## config.mk

```make
export PLATFORM = sky130hd
export DESIGN_NAME = posit_construction
export DESIGN_NICKNAME = d
export VERILOG_FILES = /design/src/rtl/posit_pkg.sv /design/src/rtl/posit_rounder.sv /design/src/rtl/posit_construction.sv
export SDC_FILE = /design/constraint.sdc
export NUM_CORES = 1
export LEC_CHECK = 0
export BUFFER_PORTS_ARGS = -buffer_cell sky130_fd_sc_hd__buf_2
export CAP_MARGIN = 15
export CORE_MARGIN = 2
export CORE_UTILIZATION = 40
export CTS_CLUSTER_DIAMETER = 200
export DETAILED_ROUTE_END_ITERATION = 7
export SYNTH_ARGS = -nofsm -noshare
export SYNTH_HDL_FRONTEND = slang
export SYNTH_SLANG_ARGS = --single-unit
```

## constraint.sdc

```tcl
create_clock -name clk -period 8.9 [get_ports clk]
set_input_delay 2.225 -clock clk [delete_from_list [all_inputs] [get_ports clk]]
set_output_delay 2.225 -clock clk [all_outputs]
set_load 0.005 [all_outputs]
```

## src/rtl/posit_pkg.sv

```systemverilog
// Shared posit definitions: regime port width, special encodings, decoded-field bundle.
package posit_pkg;

    localparam int unsigned POSIT_N  = 8;
    localparam int unsigned POSIT_ES = 3;

    // Signed regime value k needs clog2(n) magnitude bits plus sign and overflow headroom.
    function automatic int unsigned regime_width(input int unsigned n);
        return int'($clog2(n)) + 2;
    endfunction

    localparam int unsigned POSIT_RW = regime_width(POSIT_N);
    localparam int unsigned POSIT_MW = POSIT_N - POSIT_ES + 3;

    // Special encodings, returned wide and narrowed by the caller to n bits.
    function automatic logic [63:0] posit_nar(input int unsigned n);
        return 64'(1) << (n - 1);
    endfunction

    function automatic logic [63:0] posit_maxpos(input int unsigned n);
        return posit_nar(n) - 64'(1);
    endfunction

    function automatic logic [63:0] posit_minpos(input int unsigned n);
        return 64'(n - n + 1);
    endfunction

    typedef struct packed {
        logic                zero;
        logic                nar;
        logic                sign;
        logic [POSIT_RW-1:0] regime;
        logic [POSIT_ES-1:0] exponent;
        logic [POSIT_MW-1:0] mantissa;
    } posit_fields_t;

endpackage

```

## src/rtl/posit_rounder.sv

```systemverilog
// Round-to-nearest-even, saturate to minpos/maxpos, apply sign and specials.
// Ports: mag/guard/sticky (unrounded magnitude), ovf/unf (regime clamped),
//        sign/zero/nar (result flags), posit (final N-bit word, combinational).
module posit_rounder
    import posit_pkg::*;
#(
    parameter int unsigned N = 8
) (
    input  logic [N-2:0] mag,
    input  logic         guard,
    input  logic         sticky,
    input  logic         ovf,
    input  logic         unf,
    input  logic         sign,
    input  logic         zero,
    input  logic         nar,
    output logic [N-1:0] posit
);

    localparam logic [N-1:0] NAR_W    = N'(posit_nar(N));
    localparam logic [N-1:0] MAXPOS_W = N'(posit_maxpos(N));
    localparam logic [N-1:0] MINPOS_W = N'(posit_minpos(N));

    logic         round_up;
    logic [N-1:0] sum;
    logic [N-2:0] mag_sat;
    logic [N-1:0] word;

    always_comb begin
        round_up = guard && (sticky || mag[0]);
        sum      = {1'b0, mag} + N'(round_up);
        // Carry into the sign position means the magnitude rounded past maxpos.
        if (ovf || sum[N-1]) begin
            mag_sat = MAXPOS_W[N-2:0];
        end else if (unf || (sum[N-2:0] == '0)) begin
            mag_sat = MINPOS_W[N-2:0];
        end else begin
            mag_sat = sum[N-2:0];
        end
        word = {1'b0, mag_sat};
        if (sign) begin
            word = -word;
        end
        if (nar) begin
            posit = NAR_W;
        end else if (zero) begin
            posit = '0;
        end else begin
            posit = word;
        end
    end

endmodule

```

## src/rtl/posit_construction.sv

```systemverilog
// Packs decoded posit fields (sign, regime k, exponent, mantissa) into an N-bit posit.
// Two-stage valid/ready pipeline: stage 1 builds the left-justified bit string,
// stage 2 rounds/saturates/signs and holds the output word.
// Ports: clk, reset (sync, active-high), in_valid/in_ready + in_* fields,
//        out_valid/out_ready + out_posit.
module posit_construction
    import posit_pkg::*;
#(
    parameter int unsigned N  = 8,
    parameter int unsigned ES = 3,
    parameter int unsigned RS = $clog2(N)
) (
    input  logic            clk,
    input  logic            reset,
    input  logic            in_valid,
    output logic            in_ready,
    input  logic            in_zero,
    input  logic            in_nar,
    input  logic            in_sign,
    input  logic [RS+1:0]   in_regime,
    input  logic [ES-1:0]   in_exponent,
    input  logic [N-ES+2:0] in_mantissa,
    output logic            out_valid,
    input  logic            out_ready,
    output logic [N-1:0]    out_posit
);

    localparam int unsigned FW   = N - ES + 2;
    localparam int unsigned SW   = 2 * N + 2;
    localparam int          KMAX = int'(N) - 2;

    // Stage 1 registers
    logic           s1_valid;
    logic [2*N-1:0] s1_frame;
    logic           s1_sticky;
    logic           s1_ovf;
    logic           s1_unf;
    logic           s1_sign;
    logic           s1_zero;
    logic           s1_nar;

    // Pack-stage combinational values
    int             k_val;
    int             k_clamp;
    int             reg_len;
    logic [N-1:0]   reg_bits;
    logic [SW-1:0]  bit_str;
    logic           pk_ovf;
    logic           pk_unf;

    logic           in_fire;
    logic           s1_move;
    logic [N-1:0]   rnd_posit;

    // Hidden bit is implied by the regime/exponent encoding and never stored.
    logic           unused_hidden;
    assign unused_hidden = in_mantissa[N-ES+2];

    assign in_ready = !s1_valid || !out_valid || out_ready;
    assign in_fire  = in_valid && in_ready;
    assign s1_move  = s1_valid && (!out_valid || out_ready);

    // Regime run-length encode, then left-justify the whole string.
    always_comb begin
        k_val   = int'($signed(in_regime));
        pk_ovf  = k_val > KMAX;
        pk_unf  = k_val < -KMAX;
        k_clamp = pk_ovf ? KMAX : (pk_unf ? -KMAX : k_val);
        if (k_clamp >= 0) begin
            reg_len  = k_clamp + 2;
            reg_bits = N'(((64'(1) << (k_clamp + 1)) - 64'(1)) << 1);
        end else begin
            reg_len  = 1 - k_clamp;
            reg_bits = N'(1);
        end
        // Regime sits right-justified in an N-bit slot; shifting by the unused
        // slot width puts its first bit at the MSB.
        bit_str = {reg_bits, in_exponent, in_mantissa[FW-1:0]} << (int'(N) - reg_len);
    end

    posit_rounder #(.N(N)) u_rounder (
        .mag    (s1_frame[2*N-1:N+1]),
        .guard  (s1_frame[N]),
        .sticky ((|s1_frame[N-1:0]) | s1_sticky),
        .ovf    (s1_ovf),
        .unf    (s1_unf),
        .sign   (s1_sign),
        .zero   (s1_zero),
        .nar    (s1_nar),
        .posit  (rnd_posit)
    );

    // Pipeline registers; data moves only on a handshake.
    always_ff @(posedge clk) begin
        if (reset) begin
            s1_valid  <= 1'b0;
            s1_frame  <= '0;
            s1_sticky <= 1'b0;
            s1_ovf    <= 1'b0;
            s1_unf    <= 1'b0;
            s1_sign   <= 1'b0;
            s1_zero   <= 1'b0;
            s1_nar    <= 1'b0;
            out_valid <= 1'b0;
            out_posit <= '0;
        end else begin
            if (in_fire) begin
                s1_valid  <= 1'b1;
                s1_frame  <= bit_str[SW-1:2];
                s1_sticky <= |bit_str[1:0];
                s1_ovf    <= pk_ovf;
                s1_unf    <= pk_unf;
                s1_sign   <= in_sign;
                s1_zero   <= in_zero;
                s1_nar    <= in_nar;
            end else if (s1_move) begin
                s1_valid  <= 1'b0;
            end

            if (s1_move) begin
                out_valid <= 1'b1;
                out_posit <= rnd_posit;
            end else if (out_ready) begin
                out_valid <= 1'b0;
            end
        end
    end

endmodule

```

**After elaboration in Yosys (flattened, before gate mapping)**

Index checks and enable logic that the tools add are counted.

- Add/sub/neg operators: 7
- $lt $le $gt $ge: 3
- Shift operators: 2
- Multiplexer cells: 13
- Bitwise operators: 1
- Reductions and logical operators: 16

Operators by type and width:

| operator | number |
|---|---|
| $mux W32 | 3 |
| $add A32 B2 Y32 const B | 1 |
| $add A32 B3 Y32 const B | 1 |
| $ge A32 B1 Y1 const B | 1 |
| $mux W8 | 4 |
| $shl A1 B32 Y7 const A | 1 |
| $shl A18 B32 Y18 | 1 |
| $sub A2 B32 Y32 const A | 1 |
| $sub A5 B32 Y32 const A | 1 |
| $mux W7 | 2 |
| $add A7 B1 Y8 | 1 |
| $neg A7 Y8 | 1 |
| $reduce_or A8 Y1 | 1 |
| $logic_not A7 Y1 | 1 |
| $sub A7 B2 Y7 const B | 1 |
| $logic_or A1 B1 Y1 | 6 |
| $gt A5 B4 Y1 const B | 1 |
| $lt A5 B4 Y1 const B | 1 |
| $mux W1 | 4 |
| $reduce_bool A2 Y1 | 2 |
| $logic_and A1 B1 Y1 | 3 |
| $logic_not A1 Y1 | 2 |
| $reduce_or A2 Y1 | 1 |
| $or A1 B1 Y1 | 1 |

- Flip-flop bits (word level): 32
- Bits of input ports: 23

**Logic depth before layout (Yosys ltp)**

Gate-level depths: netlist of the first run.

- Depth after elaboration: 13
- Gate-level depth with buffers: 23

**Modules after synthesis**

A second synthesis of the first run with hierarchy kept.

- Cell total of the unflattened synthesis: 479
- Area, all modules: 3682.3 um^2

By module, submodules not included:

| module | instances | cells an instance | area an instance (um^2) |
|---|---|---|---|
| posit_construction | 1 | 395 | 3079.2 |
| posit_rounder | 1 | 84 | 603.1 |

**Worst setup path before layout of the first run**

OpenSTA, ideal clock, no wires.

- Kind: input to register
- Start: in in_regime[4]
- End: reg s1_frame[15]
- Library setup time: 0.079 ns
- Arrival: 6.654 ns
- Data required time: 8.821 ns
- Setup slack: 2.167 ns
- Stages: 21
- Path buffers: 2
- Path through: buf_2 o211ai_1 ha_1 nand2b_1 a311oi_4 ha_1 nand3_1 or2_2 ha_1 nand4_1 nor4bb_1 o2111ai_2 or2_2 ha_1 buf_1 nor2b_1 nand4_1 nand3_1 a21oi_1 o311a_1 a211oi_2

- Cells in the longest elaborated chain, start to end: 8
- Elaborated cells between the ends (all ways): 14

Ends and longest elaborated chain:

| item | line | RTL |
|---|---|---|
| start, declared | posit_construction.sv:20 | `input logic [RS+1:0] in_regime,` |
| $lt A5 B4 Y1 * | posit_construction.sv:67 | `pk_unf = k_val < -KMAX;` |
| via pk_unf | posit_construction.sv:49 | `logic pk_unf;` |
| $mux W32 * (2 in series) | posit_construction.sv:68 | `k_clamp = pk_ovf ? KMAX : (pk_unf ? -KMAX : k_val);` |
| parallel branches: the longest is 4 deep, another holds $sub A2 B32 Y32 | - |  |
| $shl A18 B32 Y18 * | posit_construction.sv:78 | `bit_str = {reg_bits, in_exponent, in_mantissa[FW-1:0]} << (int'(N) - reg_len);` |
| end signal, assigned | posit_construction.sv:109 | `s1_frame <= bit_str[SW-1:2];` |
| end, declared | posit_construction.sv:34 | `logic [2*N-1:0] s1_frame;` |

Mark *: on every way through the listed nets, which the timed path passes.
A chain may end at the register's enable or synchronous reset.

**Worst setup path in the final report of the first run**

- Start: in in_regime[4]
- End: reg s1_frame[11]

Same word-level chain as after synthesis.

==> impl_metrics.sql, run 1 <==
INSERT INTO impl_metrics (metric_group, metric, value, unit) VALUES
('status', 'status', 'complete, no violations', ''),
('detailed_routing', 'vias_per_cell', '5.789', ''),
('cts', 'cts_tree', 'done', ''),
('power_and_ir_drop', 'power_leakage', '0.001475', 'µW'),
('worst_setup_path', 'cp_max_fo', '15', ''),
('global_route', 'track_usage', '18.39', '%'),
('power_and_ir_drop', 'p_total', '526.7', 'µW'),
('final_layout', 'diodes', '0', ''),
('power_and_ir_drop', 'pwr-share-clk', '29.4', '%'),
('cts', 'post_cts_resized', '0', ''),
('synth', 'syn_area', '0.003563', 'mm²'),
('sta', 'setup-violations-final', '0', ''),
('worst_setup_path', 'timing.critical_path.required', '9.11', 'ns'),
('sta', 'finalClockSkew', '0.008182', 'ns'),
('placement', 'portBuffers', '31', ''),
('run', 'cap_viol_max_count', '0', ''),
('cts', 'postCtsSetupRepairBufs', '0', ''),
('global_route', 'grt_max_degree', '36', ''),
('cts', 'clock_transition_at_the_register_clock_pins_on_the_worst_setup_and_hold_paths_after_cts', '0.07', 'ns'),
('synth', 'syn_nets', '515', ''),
('worst_setup_path', 'endpoint_kind', 'register', ''),
('final_layout', 'area_growth_syn_to_layout', '7.795', '%'),
('worst_setup_path', 'cp_dominant_cell_by_count', 'sky130_fd_sc_hd__ha_1', ''),
('detailed_routing', 'drtAntennaViolNets', '0', ''),
('synth', 'synth.largest_area_cell', 'sky130_fd_sc_hd__dfxtp_1', ''),
('power_and_ir_drop', 'p_comb_share', '42.3', '%'),
('die', 'initial_core_util', '41.06', '%'),
('sta', 'totalNegativeSetupSlack', '0', 'ns'),
('cts', 'clock_sinks', '32', ''),
('synth', 'postSynthRegisterBits', '32', ''),
('detailed_routing', 'totalWireLength', '8.707', 'mm'),
('worst_hold_path', 'min-delay-path-class', 'register to register', ''),
('die', 'die-height', '98.39', 'µm'),
('power_and_ir_drop', 'p_int', '328.9', 'µW'),
('sta', 'worst_slew_pin_slew', '0.7879', 'ns'),
('synth', 'synth_top_cells_by_area', 'sky130_fd_sc_hd__dfxtp_1, sky130_fd_sc_hd__ha_1, sky130_fd_sc_hd__nand2_1', ''),
('die', 'floorplan.rows', '34', ''),
('worst_setup_path', 'timing_worst_setup_path_type', 'primary input to register', ''),
('worst_hold_path', 'min_delay_path_depth', '2', ''),
('synth', 'most_used_flip_flop_cell_after_synthesis', 'sky130_fd_sc_hd__dfxtp_1', ''),
('worst_setup_path', 'critPathArrivalTime', '7.25', 'ns'),
('cts', 'ctsHoldBuffers', '0', ''),
('power_and_ir_drop', 'power.share.sequential', '28.3', '%'),
('worst_setup_path', 'reg2reg_slack', '6.01', 'ns'),
('worst_setup_path', 'timing.rr.start', 's1_frame[9]', ''),
('synth', 'syn-mean-instance-area', '7.630', 'µm²'),
('power_and_ir_drop', 'power_switching', '197.8', 'µW'),
('synth', 'synth_common_cells', 'sky130_fd_sc_hd__nand2_1, sky130_fd_sc_hd__nor2_1, sky130_fd_sc_hd__a21oi_1, sky130_fd_sc_hd__dfxtp_1, sky130_fd_sc_hd__ha_1', ''),
('global_route', 'first_global_vias', '3189', ''),
('final_layout', 'final_core_util', '44.26', '%'),
('cts', 'cts-root-buf', 'sky130_fd_sc_hd__clkbuf_8', ''),
('worst_setup_path', 'crit_path_max_incr_delay', '0.47', 'ns'),
('global_route', 'grt_antenna_before_repair', '0', ''),
('placement', 'globalplace.congestion', '0.8483', ''),
('synth', 'synth-seq-area-share', '17.98', '%'),
('synth', 'yosys.cell_count.top_type', 'sky130_fd_sc_hd__nand2_1', ''),
('placement', 'hpwlAfterDp', '6.572', 'mm'),
('cts', 'cts_buffers', '5', ''),
('sta', 'grt_setup_unrepaired', 'false', ''),
('worst_setup_path', 'r2r.worst_path.cells', '12', ''),
('worst_setup_path', 'timing.critical_path.from_type', 'primary input', ''),
('global_route', 'grt_overflow', '0', ''),
('cts', 'clock_latency', '0.29', 'ns'),
('final_layout', 'layout-drive-gt1-share', '16.81', '%'),
('cts', 'maximum_number_of_buffers_from_clock_root_to_sink', '2', ''),
('sta', 'final_hold_viol_count', '0', ''),
('worst_hold_path', 'end_point_of_the_most_critical_hold_path', 'out_posit[6]', ''),
('die', 'floorplan.core_area', '0.008678', 'mm²'),
('detailed_routing', 'route.vias.total', '3381', ''),
('synth', 'number_of_enable_type_register_cells_in_the_synthesized_netlist', '0', ''),
('die', 'die_w', '98.39', 'µm');
==> cell families after synthesis <==
kind of cell | synth area share, %
muxes | 6.250
adders and majority gates | 8.778
xor gates and xnor gates | 5.372
buffers and inverters | 5.793
AOI/OAI and AO/OA | 26.34
and+or+nand+nor | 29.49
DFF | 17.98
==> worst max-delay path by stage <==
stage                 start            to  slack (ns)  depth (start not counted)
2_1_floorplan  in_regime[4]  s1_frame[15]        2.17                         21
3_3_place_gp   in_regime[4]  s1_frame[11]        1.58                         19
5_1_grt        in_regime[4]  s1_frame[11]        1.32                         20
3_5_place_dp   in_regime[4]  s1_frame[11]        1.55                         20
4_1_cts        in_regime[4]  s1_frame[11]        1.83                         20
6_report       in_regime[4]  s1_frame[11]        1.87                         20
==> stage by stage <==
stage          cell area (µm²)  setup WS, ns  std cells
5_1_grt                   3841         1.317        584
6_report                  3841         1.867        584
3_5_place_dp              3715         1.549        576
3_3_place_gp              3715         1.583        576
2_1_floorplan             3563         2.167        467
4_1_cts                   3841         1.831        584
==> power by group through the flow <==
stage               combinational, µW  clock, µW  sequential (µW)
global placement                  219          0              152
global route                      250        164              150
finish                            223        155              149
floorplan                         178          0              152
CTS                               222        157              149
detailed placement                221          0              153
==> cell type report <==
cell class,instances,area [µm²],area share [%]
clock buffer,7,96.34,2.508
timing repair buffer,33,170.2,4.430
clock inverter,1,30.03,0.7818
inverter,14,52.55,1.368
multi-input combinational,389,2716,70.72
tap,108,135.1,3.518
sequential,32,640.6,16.68
==> cells in the final DEF (no fill, tap or decap), types with 3 or more instances in the layout <==
cell | synthesis | routed
sky130_fd_sc_hd__nor3_1 | 7 | 7
sky130_fd_sc_hd__nor4_1 | 7 | 7
sky130_fd_sc_hd__a22oi_1 | 12 | 12
sky130_fd_sc_hd__a21boi_0 | 3 | 3
sky130_fd_sc_hd__buf_2 | 8 | 31
sky130_fd_sc_hd__a211oi_1 | 7 | 7
sky130_fd_sc_hd__o21ai_1 | 3 | 3
sky130_fd_sc_hd__mux2i_1 | 13 | 13
sky130_fd_sc_hd__dfxtp_1 | 32 | 32
sky130_fd_sc_hd__or3_1 | 6 | 6
sky130_fd_sc_hd__ha_1 | 25 | 25
sky130_fd_sc_hd__a21oi_1 | 37 | 37
sky130_fd_sc_hd__xor2_1 | 5 | 5
sky130_fd_sc_hd__or2_2 | 6 | 6
sky130_fd_sc_hd__o21ai_0 | 22 | 22
sky130_fd_sc_hd__clkbuf_8 | 0 | 7
sky130_fd_sc_hd__inv_1 | 13 | 13
sky130_fd_sc_hd__o311ai_1 | 3 | 3
sky130_fd_sc_hd__nor3b_1 | 4 | 4
sky130_fd_sc_hd__a222oi_1 | 3 | 3
sky130_fd_sc_hd__and2_1 | 3 | 3
sky130_fd_sc_hd__nor2_1 | 46 | 46
sky130_fd_sc_hd__o211ai_1 | 4 | 4
sky130_fd_sc_hd__nand4_1 | 7 | 7
sky130_fd_sc_hd__mux2_2 | 7 | 7
sky130_fd_sc_hd__nand2b_1 | 8 | 8
sky130_fd_sc_hd__nand4b_1 | 4 | 4
sky130_fd_sc_hd__nand3_1 | 13 | 13
sky130_fd_sc_hd__a31oi_1 | 3 | 3
sky130_fd_sc_hd__a21o_1 | 4 | 4
sky130_fd_sc_hd__xnor2_1 | 10 | 10
sky130_fd_sc_hd__nand2_1 | 53 | 53
sky130_fd_sc_hd__nor2b_1 | 7 | 7
==> worst max-delay path, delay by kind of cell <==
kind | cells | cell delay (ns)
AO/OA/AOI/OAI | 6 | 1.48
XOR/XNOR | 1 | 0.10
adder cells (fa/ha/maj) | 4 | 1.18
buffers and inverters | 2 | 0.32
AND/OR/NAND/NOR | 7 | 1.94
==> flip-flops by register name, indices dropped and copies added, names as in the netlist <==
| name | count |
|---|---|
| s1_nar | 1 |
| s1_zero | 1 |
| s1_valid | 1 |
| s1_sign | 1 |
| out_posit | 8 |
| out_valid | 1 |
| s1_frame | 16 |
| s1_sticky | 1 |
| s1_ovf | 1 |
| s1_unf | 1 |
==> layer usage <==
layer / global-route usage [%] / share of wire [%] / up-vias
li1: - / - / 1747
met1: 26.05 / 49 / 1575
met2: 30.77 / 48 / 56
met3: 1.933 / 3.2 / 3
met4: 2.950 / 0.26 / 0
met5: 0 / 0 / -
Power figures use the tool's default switching activity.
==> run 2: changes to the inputs <==
==> constraint.sdc (replaced) <==
create_clock -name clk -period 7.3 [get_ports clk]
set_input_delay 1.825 -clock clk [delete_from_list [all_inputs] [get_ports clk]]
set_output_delay 1.825 -clock clk [all_outputs]
set_load 0.005 [all_outputs]
==> run 2 against run 1 <==
- critical path depth rose by 2
- routed wire length about the same
- non-clock buffer count grew 3
- via count rose by 0.50%
==> impl_metrics.sql, run 2 (synthesized netlist as in run 1, its figures left out) <==
INSERT INTO impl_metrics (metric_group, metric, value, unit) VALUES
('worst_hold_path', 'min_delay_path_depth', '2', ''),
('worst_setup_path', 'timing.critical_path.required', '7.52', 'ns'),
('sta', 'final_hold_viol_count', '0', ''),
('worst_setup_path', 'timing_worst_setup_path_type', 'primary input to register', ''),
('power_and_ir_drop', 'max-vdd-ir-drop', '0.00006218', 'V'),
('final_layout', 'largest_reg_flops', '16', ''),
('status', 'status', 'complete, no violations', ''),
('die', 'die_area', '0.009680', 'mm²'),
('detailed_routing', 'totalWireLength', '8.709', 'mm'),
('cts', 'post_cts_resized', '0', ''),
('worst_hold_path', 'end_point_of_the_most_critical_hold_path', 'out_posit[3]', ''),
('final_layout', 'layout-drive-gt1-share', '17.33', '%'),
('global_route', 'track_usage', '18.42', '%'),
('worst_setup_path', 'critPathArrivalTime', '6.72', 'ns'),
('cts', 'postCtsSetupRepairBufs', '0', ''),
('cts', 'cts_tree', 'done', ''),
('detailed_routing', 'drt_first_pass_iters', '4', ''),
('global_route', 'first_global_vias', '3299', ''),
('global_route', 'first_pass_grt_wire_length', '15.17', 'mm'),
('detailed_routing', 'route.vias.total', '3398', ''),
('global_route', 'grt_max_degree', '34', ''),
('worst_setup_path', 'timing.critical_path.from_type', 'primary input', ''),
('die', 'floorplan.core_area', '0.008678', 'mm²'),
('sta', 'grt_setup_unrepaired', 'false', ''),
('cts', 'maximum_number_of_buffers_from_clock_root_to_sink', '2', ''),
('global_route', 'grt_overflow', '0', ''),
('die', 'initial_core_util', '41.06', '%'),
('cts', 'h_tree_lvl_count', '2', ''),
('sta', 'timing.max_slew.rel_slack', '47.22', '%'),
('worst_hold_path', 'min-delay-path-class', 'register to register', ''),
('final_layout', 'leading_cell_type_in_the_layout_fill_and_taps_excluded', 'sky130_fd_sc_hd__nand2_1', ''),
('detailed_routing', 'drt_first_iter_violations', '159', ''),
('power_and_ir_drop', 'power.share.sequential', '28.0', '%'),
('final_layout', 'finalNetCount', '526', ''),
('final_layout', 'multiInputGateArea', '0.002716', 'mm²'),
('sta', 'max_clock_freq', '0.1537', 'GHz'),
('final_layout', 'diodes', '0', ''),
('final_layout', 'registers_with_the_most_flip_flops', 's1_frame: 16 flops, out_posit: 8 flops', ''),
('worst_setup_path', 'timing.rr.start', 's1_frame[9]', ''),
('cts', 'cts-root-buf', 'sky130_fd_sc_hd__clkbuf_8', ''),
('sta', 'totalNegativeSetupSlack', '0', 'ns'),
('placement', 'globalplace.congestion', '0.8503', ''),
('final_layout', 'final_standard_cell_area_without_fillers', '0.003864', 'mm²'),
('die', 'die-height', '98.39', 'µm'),
('run', 'cap_viol_max_count', '0', ''),
('sta', 'worst_slew_pin_slew', '0.7878', 'ns'),
('placement', 'hpwlAfterDp', '6.614', 'mm'),
('worst_hold_path', 'hp-start', 'out_posit[3]', ''),
('sta', 'finalClockSkew', '0.007863', 'ns'),
('sta', 'whs', '0.4560', 'ns'),
('power_and_ir_drop', 'netSwitchingFraction', '37.79', '%'),
('worst_setup_path', 'r2r-end', 'out_posit[4]', ''),
('power_and_ir_drop', 'p_int', '404.4', 'µW'),
('die', 'die_w', '98.39', 'µm'),
('power_and_ir_drop', 'power_leakage', '0.001490', 'µW'),
('cts', 'clock_sinks', '32', ''),
('final_layout', 'fillers', '901', ''),
('power_and_ir_drop', 'pwr-share-clk', '29.8', '%'),
('worst_setup_path', 'r2r.worst_path.cells', '12', ''),
('placement', 'portBuffers', '31', ''),
('sta', 'setup-violations-final', '0', ''),
('final_layout', 'most-common-layout-cells', 'sky130_fd_sc_hd__nand2_1, sky130_fd_sc_hd__nor2_1, sky130_fd_sc_hd__a21oi_1, sky130_fd_sc_hd__dfxtp_1, sky130_fd_sc_hd__buf_2', ''),
('sta', 'postLayoutSetupSlackWorst', '0.7949', 'ns'),
('power_and_ir_drop', 'p_per_area', '168.3', 'mW/mm²'),
('detailed_routing', 'vias_per_cell', '5.789', ''),
('cts', 'cts_buffers', '5', ''),
('power_and_ir_drop', 'p_comb_share', '42.3', '%'),
('detailed_routing', 'drtAntennaViolNets', '0', ''),
('cts', 'ctsHoldBuffers', '0', ''),
('placement', 'postPlaceCellArea', '0.003737', 'mm²'),
('worst_setup_path', 'endpoint_kind', 'register', ''),
('sta', 'finalCriticalPeriod', '6.505', 'ns'),
('placement', 'dp_slack', '0.5416', 'ns'),
('die', 'floorplan.rows', '34', ''),
('detailed_routing', 'drt_drc_violations_left', '0', ''),
('detailed_routing', 'post_drt_wl_per_cell', '14.84', 'µm'),
('worst_setup_path', 'cp_max_fo', '15', ''),
('final_layout', 'largest-register', 's1_frame', ''),
('global_route', 'grt_antenna_before_repair', '0', ''),
('sta', 'maxSlewViolCount', '0', ''),
('sta', 'layout_worst_path_cycle_share', '89.11', '%'),
('cts', 'clock_transition_at_the_register_clock_pins_on_the_worst_setup_and_hold_paths_after_cts', '0.07', 'ns'),
('die', 'pin_count', '33', ''),
('cts', 'clock_latency', '0.29', 'ns'),
('final_layout', 'layout.area.seq', '640.6', 'µm²'),
('final_layout', 'area_growth_syn_to_layout', '8.427', '%'),
('power_and_ir_drop', 'power_switching', '245.6', 'µW'),
('worst_setup_path', 'reg2reg_slack', '4.36', 'ns');
run 2: cell types whose count changed in the layout (fill, tap and decap cells not counted), sizes merged:
cell  previous run  this run
buf             33        36
run 2: worst max path at each step:
stage / startpoint / slack, ns / depth (start not counted) / endpoint
after floorplan: in_regime[4] / 0.97 / 21 / s1_frame[15]
after global placement: in_regime[4] / 0.58 / 22 / s1_frame[15]
after detailed placement: in_regime[4] / 0.54 / 22 / s1_frame[15]
after CTS: in_regime[4] / 0.84 / 22 / s1_frame[15]
after global routing: in_regime[4] / 0.25 / 22 / s1_frame[11]
final: in_regime[4] / 0.79 / 22 / s1_frame[15]
run 2: critical path, cell delays in order:
cell                        delay [ns]
sky130_fd_sc_hd__buf_2            0.21
sky130_fd_sc_hd__inv_2            0.12
sky130_fd_sc_hd__ha_1             0.43
sky130_fd_sc_hd__nor2b_1          0.26
sky130_fd_sc_hd__or3_1            0.16
sky130_fd_sc_hd__ha_1             0.26
sky130_fd_sc_hd__nand3b_1         0.20
sky130_fd_sc_hd__inv_1            0.15
sky130_fd_sc_hd__ha_1             0.15
sky130_fd_sc_hd__nand2_1          0.05
sky130_fd_sc_hd__ha_1             0.17
sky130_fd_sc_hd__nor4_1           0.23
sky130_fd_sc_hd__nor4bb_1         0.48
sky130_fd_sc_hd__o2111ai_2        0.31
sky130_fd_sc_hd__or2_2            0.36
sky130_fd_sc_hd__ha_1             0.29
sky130_fd_sc_hd__nor2b_1          0.22
sky130_fd_sc_hd__nand4_1          0.12
sky130_fd_sc_hd__nand3_1          0.12
sky130_fd_sc_hd__a21oi_1          0.06
sky130_fd_sc_hd__o311a_1          0.36
sky130_fd_sc_hd__a211oi_2         0.18
run 2: through the flow:
step | total power, µW | std cells | utilization (%)
6_report | 650.1 | 587 | 44.52
5_1_grt | 693.3 | 587 | 44.52
3_5_place_dp | 459.7 | 579 | 43.07
4_1_cts | 652.0 | 587 | 44.52
2_1_floorplan | 402.1 | 467 | -
3_3_place_gp | 456.8 | 579 | 43.07
run 2: final cells by class:
cell class	count	share of cell area, %
Clock buffer	7	2.494
Clock inverter	1	0.7772
Inverter	14	1.360
Multi-Input combinational cell	389	70.30
Sequential cell	32	16.58
Tap cell	108	3.497
Timing Repair Buffer	36	4.987
run 2: layer usage:
metal	global-route usage [%]	up-vias	wire [µm]
met5	0	-	0
met4	4.215	0	96
met2	30.87	64	4061
li1	-	1752	-
met1	25.40	1570	4240
met3	2.147	12	310
run 2: power by group through the flow:
stage	sequential, µW	combinational [µW]	clock, µW
6_report	182	275	194
2_1_floorplan	185	217	0
5_1_grt	182	309	202
4_1_cts	182	275	195
3_3_place_gp	186	271	0
3_5_place_dp	186	274	0
==> run 3: changes to the inputs <==
==> constraint.sdc (replaced) <==
create_clock -name clk -period 5.9 [get_ports clk]
set_input_delay 1.475 -clock clk [delete_from_list [all_inputs] [get_ports clk]]
set_output_delay 1.475 -clock clk [all_outputs]
set_load 0.005 [all_outputs]
==> run 3 against run 2 <==
- register-to-register slack lost 1.4 ns
- global-route usage is 0.16 points lower
- combinational power rose by 27%
- sequential power up 24%
- count of clock-buffer cells in the layout unchanged
- clock power rose by 23%
- setup slack lost 0.34 ns
- critical path type unchanged
- highest routed layer unchanged
==> impl_metrics.sql, run 3 (synthesized netlist as in run 1, its figures left out) <==
INSERT INTO impl_metrics (metric_group, metric, value, unit) VALUES
('power_and_ir_drop', 'netSwitchingFraction', '37.46', '%'),
('cts', 'clock_sinks', '32', ''),
('cts', 'ctsHoldBuffers', '0', ''),
('final_layout', 'largest-register', 's1_frame', ''),
('placement', 'dp_slack', '0.05287', 'ns'),
('cts', 'postCtsSetupRepairBufs', '0', ''),
('final_layout', 'multiInputGateArea', '0.002743', 'mm²'),
('power_and_ir_drop', 'max-vdd-ir-drop', '0.00007922', 'V'),
('final_layout', 'registers_with_the_most_flip_flops', 's1_frame: 16 flops, out_posit: 8 flops', ''),
('worst_hold_path', 'min-delay-path-class', 'register to register', ''),
('final_layout', 'diodes', '0', ''),
('placement', 'hpwlAfterDp', '6.687', 'mm'),
('power_and_ir_drop', 'p_per_area', '204.1', 'mW/mm²'),
('worst_setup_path', 'timing_worst_setup_path_type', 'primary input to register', ''),
('status', 'status', 'complete, no violations', ''),
('die', 'die-height', '98.39', 'µm'),
('final_layout', 'layout-drive-gt1-share', '20.16', '%'),
('cts', 'h_tree_lvl_count', '2', ''),
('detailed_routing', 'route.vias.total', '3452', ''),
('die', 'floorplan.rows', '34', ''),
('final_layout', 'leading_cell_type_in_the_layout_fill_and_taps_excluded', 'sky130_fd_sc_hd__nand2_1', ''),
('worst_setup_path', 'cp_max_fo', '5', ''),
('global_route', 'grt_overflow', '0', ''),
('cts', 'cts-root-buf', 'sky130_fd_sc_hd__clkbuf_8', ''),
('sta', 'layout_worst_path_cycle_share', '92.27', '%'),
('power_and_ir_drop', 'power_leakage', '0.001557', 'µW'),
('power_and_ir_drop', 'pwr-share-clk', '29.4', '%'),
('detailed_routing', 'drt_first_iter_violations', '180', ''),
('run', 'cap_viol_max_count', '0', ''),
('sta', 'timing.max_slew.rel_slack', '48.60', '%'),
('sta', 'worst_slew_pin_slew', '0.7673', 'ns'),
('global_route', 'track_usage', '18.27', '%'),
('global_route', 'grt_antenna_before_repair', '0', ''),
('final_layout', 'layout.area.seq', '640.6', 'µm²'),
('detailed_routing', 'post_drt_wl_per_cell', '14.70', 'µm'),
('final_layout', 'area_growth_syn_to_layout', '11.69', '%'),
('detailed_routing', 'drt_first_pass_iters', '5', ''),
('die', 'die_w', '98.39', 'µm'),
('global_route', 'grt_max_degree', '36', ''),
('final_layout', 'most-common-layout-cells', 'sky130_fd_sc_hd__nand2_1, sky130_fd_sc_hd__nor2_1, sky130_fd_sc_hd__a21oi_1, sky130_fd_sc_hd__dfxtp_1, sky130_fd_sc_hd__buf_2', ''),
('power_and_ir_drop', 'power.share.sequential', '27.7', '%'),
('sta', 'finalClockSkew', '0.006729', 'ns'),
('cts', 'post_cts_resized', '0', ''),
('sta', 'totalNegativeSetupSlack', '0', 'ns'),
('global_route', 'first_pass_grt_wire_length', '15.11', 'mm'),
('power_and_ir_drop', 'p_comb_share', '43.0', '%'),
('worst_setup_path', 'timing.critical_path.from_type', 'primary input', ''),
('cts', 'cts_buffers', '5', ''),
('placement', 'portBuffers', '31', ''),
('sta', 'maxSlewViolCount', '0', ''),
('cts', 'clock_latency', '0.29', 'ns'),
('die', 'pin_count', '33', ''),
('sta', 'max_clock_freq', '0.1837', 'GHz'),
('final_layout', 'largest_reg_flops', '16', ''),
('cts', 'clock_transition_at_the_register_clock_pins_on_the_worst_setup_and_hold_paths_after_cts', '0.07', 'ns'),
('final_layout', 'fillers', '909', ''),
('global_route', 'first_global_vias', '3299', ''),
('sta', 'setup-violations-final', '0', ''),
('detailed_routing', 'drtAntennaViolNets', '0', ''),
('placement', 'globalplace.congestion', '0.8534', ''),
('power_and_ir_drop', 'p_int', '508.1', 'µW'),
('sta', 'finalCriticalPeriod', '5.444', 'ns'),
('worst_setup_path', 'timing.critical_path.required', '6.12', 'ns'),
('sta', 'postLayoutSetupSlackWorst', '0.4560', 'ns'),
('detailed_routing', 'vias_per_cell', '5.763', ''),
('cts', 'maximum_number_of_buffers_from_clock_root_to_sink', '2', ''),
('worst_setup_path', 'endpoint_kind', 'register', ''),
('sta', 'final_hold_viol_count', '0', ''),
('die', 'initial_core_util', '41.06', '%'),
('die', 'die_area', '0.009680', 'mm²'),
('detailed_routing', 'totalWireLength', '8.803', 'mm'),
('sta', 'grt_setup_unrepaired', 'false', ''),
('power_and_ir_drop', 'power_switching', '304.3', 'µW'),
('die', 'floorplan.core_area', '0.008678', 'mm²'),
('worst_setup_path', 'critPathArrivalTime', '5.66', 'ns'),
('detailed_routing', 'drt_drc_violations_left', '0', ''),
('cts', 'cts_tree', 'done', ''),
('final_layout', 'finalNetCount', '538', '');
## run 3: cell count changes in the layout (fill, tap and decap cells not counted), sizes merged
| cell | delta |
|---|---|
| buf | +12 |
## run 3: critical path: stages
cell	delay [ns]
sky130_fd_sc_hd__buf_2	0.13
sky130_fd_sc_hd__o211ai_1	0.10
sky130_fd_sc_hd__ha_1	0.31
sky130_fd_sc_hd__nand2b_1	0.18
sky130_fd_sc_hd__a311oi_4	0.30
sky130_fd_sc_hd__ha_2	0.26
sky130_fd_sc_hd__nand3_1	0.12
sky130_fd_sc_hd__or2_2	0.30
sky130_fd_sc_hd__ha_1	0.28
sky130_fd_sc_hd__nand4_1	0.16
sky130_fd_sc_hd__nor4bb_4	0.37
sky130_fd_sc_hd__o2111ai_2	0.17
sky130_fd_sc_hd__or2_2	0.29
sky130_fd_sc_hd__ha_1	0.32
sky130_fd_sc_hd__nor3b_1	0.19
sky130_fd_sc_hd__o21ai_0	0.11
sky130_fd_sc_hd__o31a_1	0.16
sky130_fd_sc_hd__o211ai_1	0.18
sky130_fd_sc_hd__o211ai_1	0.12
sky130_fd_sc_hd__a21oi_1	0.14
## run 3: area by class of cell
cell class                 count  share of cell area (%)
sequential                    32                   16.10
clock inverter                 1                  0.7545
inverter                      14                   1.320
tap                          108                   3.395
multi-input combinational    389                   68.91
clock buffer                   7                   2.421
timing repair buffer          48                   7.105
## run 3: stage by stage
step	hold WS, ns	total power (µW)	cell area, µm²	util, %	std cells
global route	0.4859	863.9	3980	45.86	599
finish	0.4546	812.4	3980	45.86	599
global placement	0.4335	573.2	3839	44.23	591
CTS	0.4599	810.7	3965	45.69	599
floorplan	0.4360	498.5	3576	-	467
detailed placement	0.4444	575.3	3839	44.23	591
## run 3: path summary, 6_finish.rpt
| kind | depth (start not counted) | start | slack, ns | to |
|---|---|---|---|---|
| worst max register to register | 12 | s1_frame[9] | 3.00 | out_posit[4] |
| worst min register to register | 2 | out_posit[2] | 0.45 | out_posit[2] |
| worst max-delay path | 20 | in_regime[3] | 0.46 | s1_frame[11] |
| worst min-delay path | 2 | out_posit[2] | 0.45 | out_posit[2] |
## run 3: power by group through the flow
stage / Sequential [µW] / Clock (µW) / Combinational, µW
floorplan: 229 / 0 / 270
global placement: 230 / 0 / 343
detailed placement: 230 / 0 / 345
CTS: 225 / 238 / 347
global route: 226 / 250 / 388
finish: 225 / 238 / 349
## run 3: routing by layer
metal  routed length (µm)  global-route usage (%)
met5                    0                       0
met4                   68                   2.950
met3                  375                   2.434
met2                 4080                   30.87
met1                 4278                   25.29
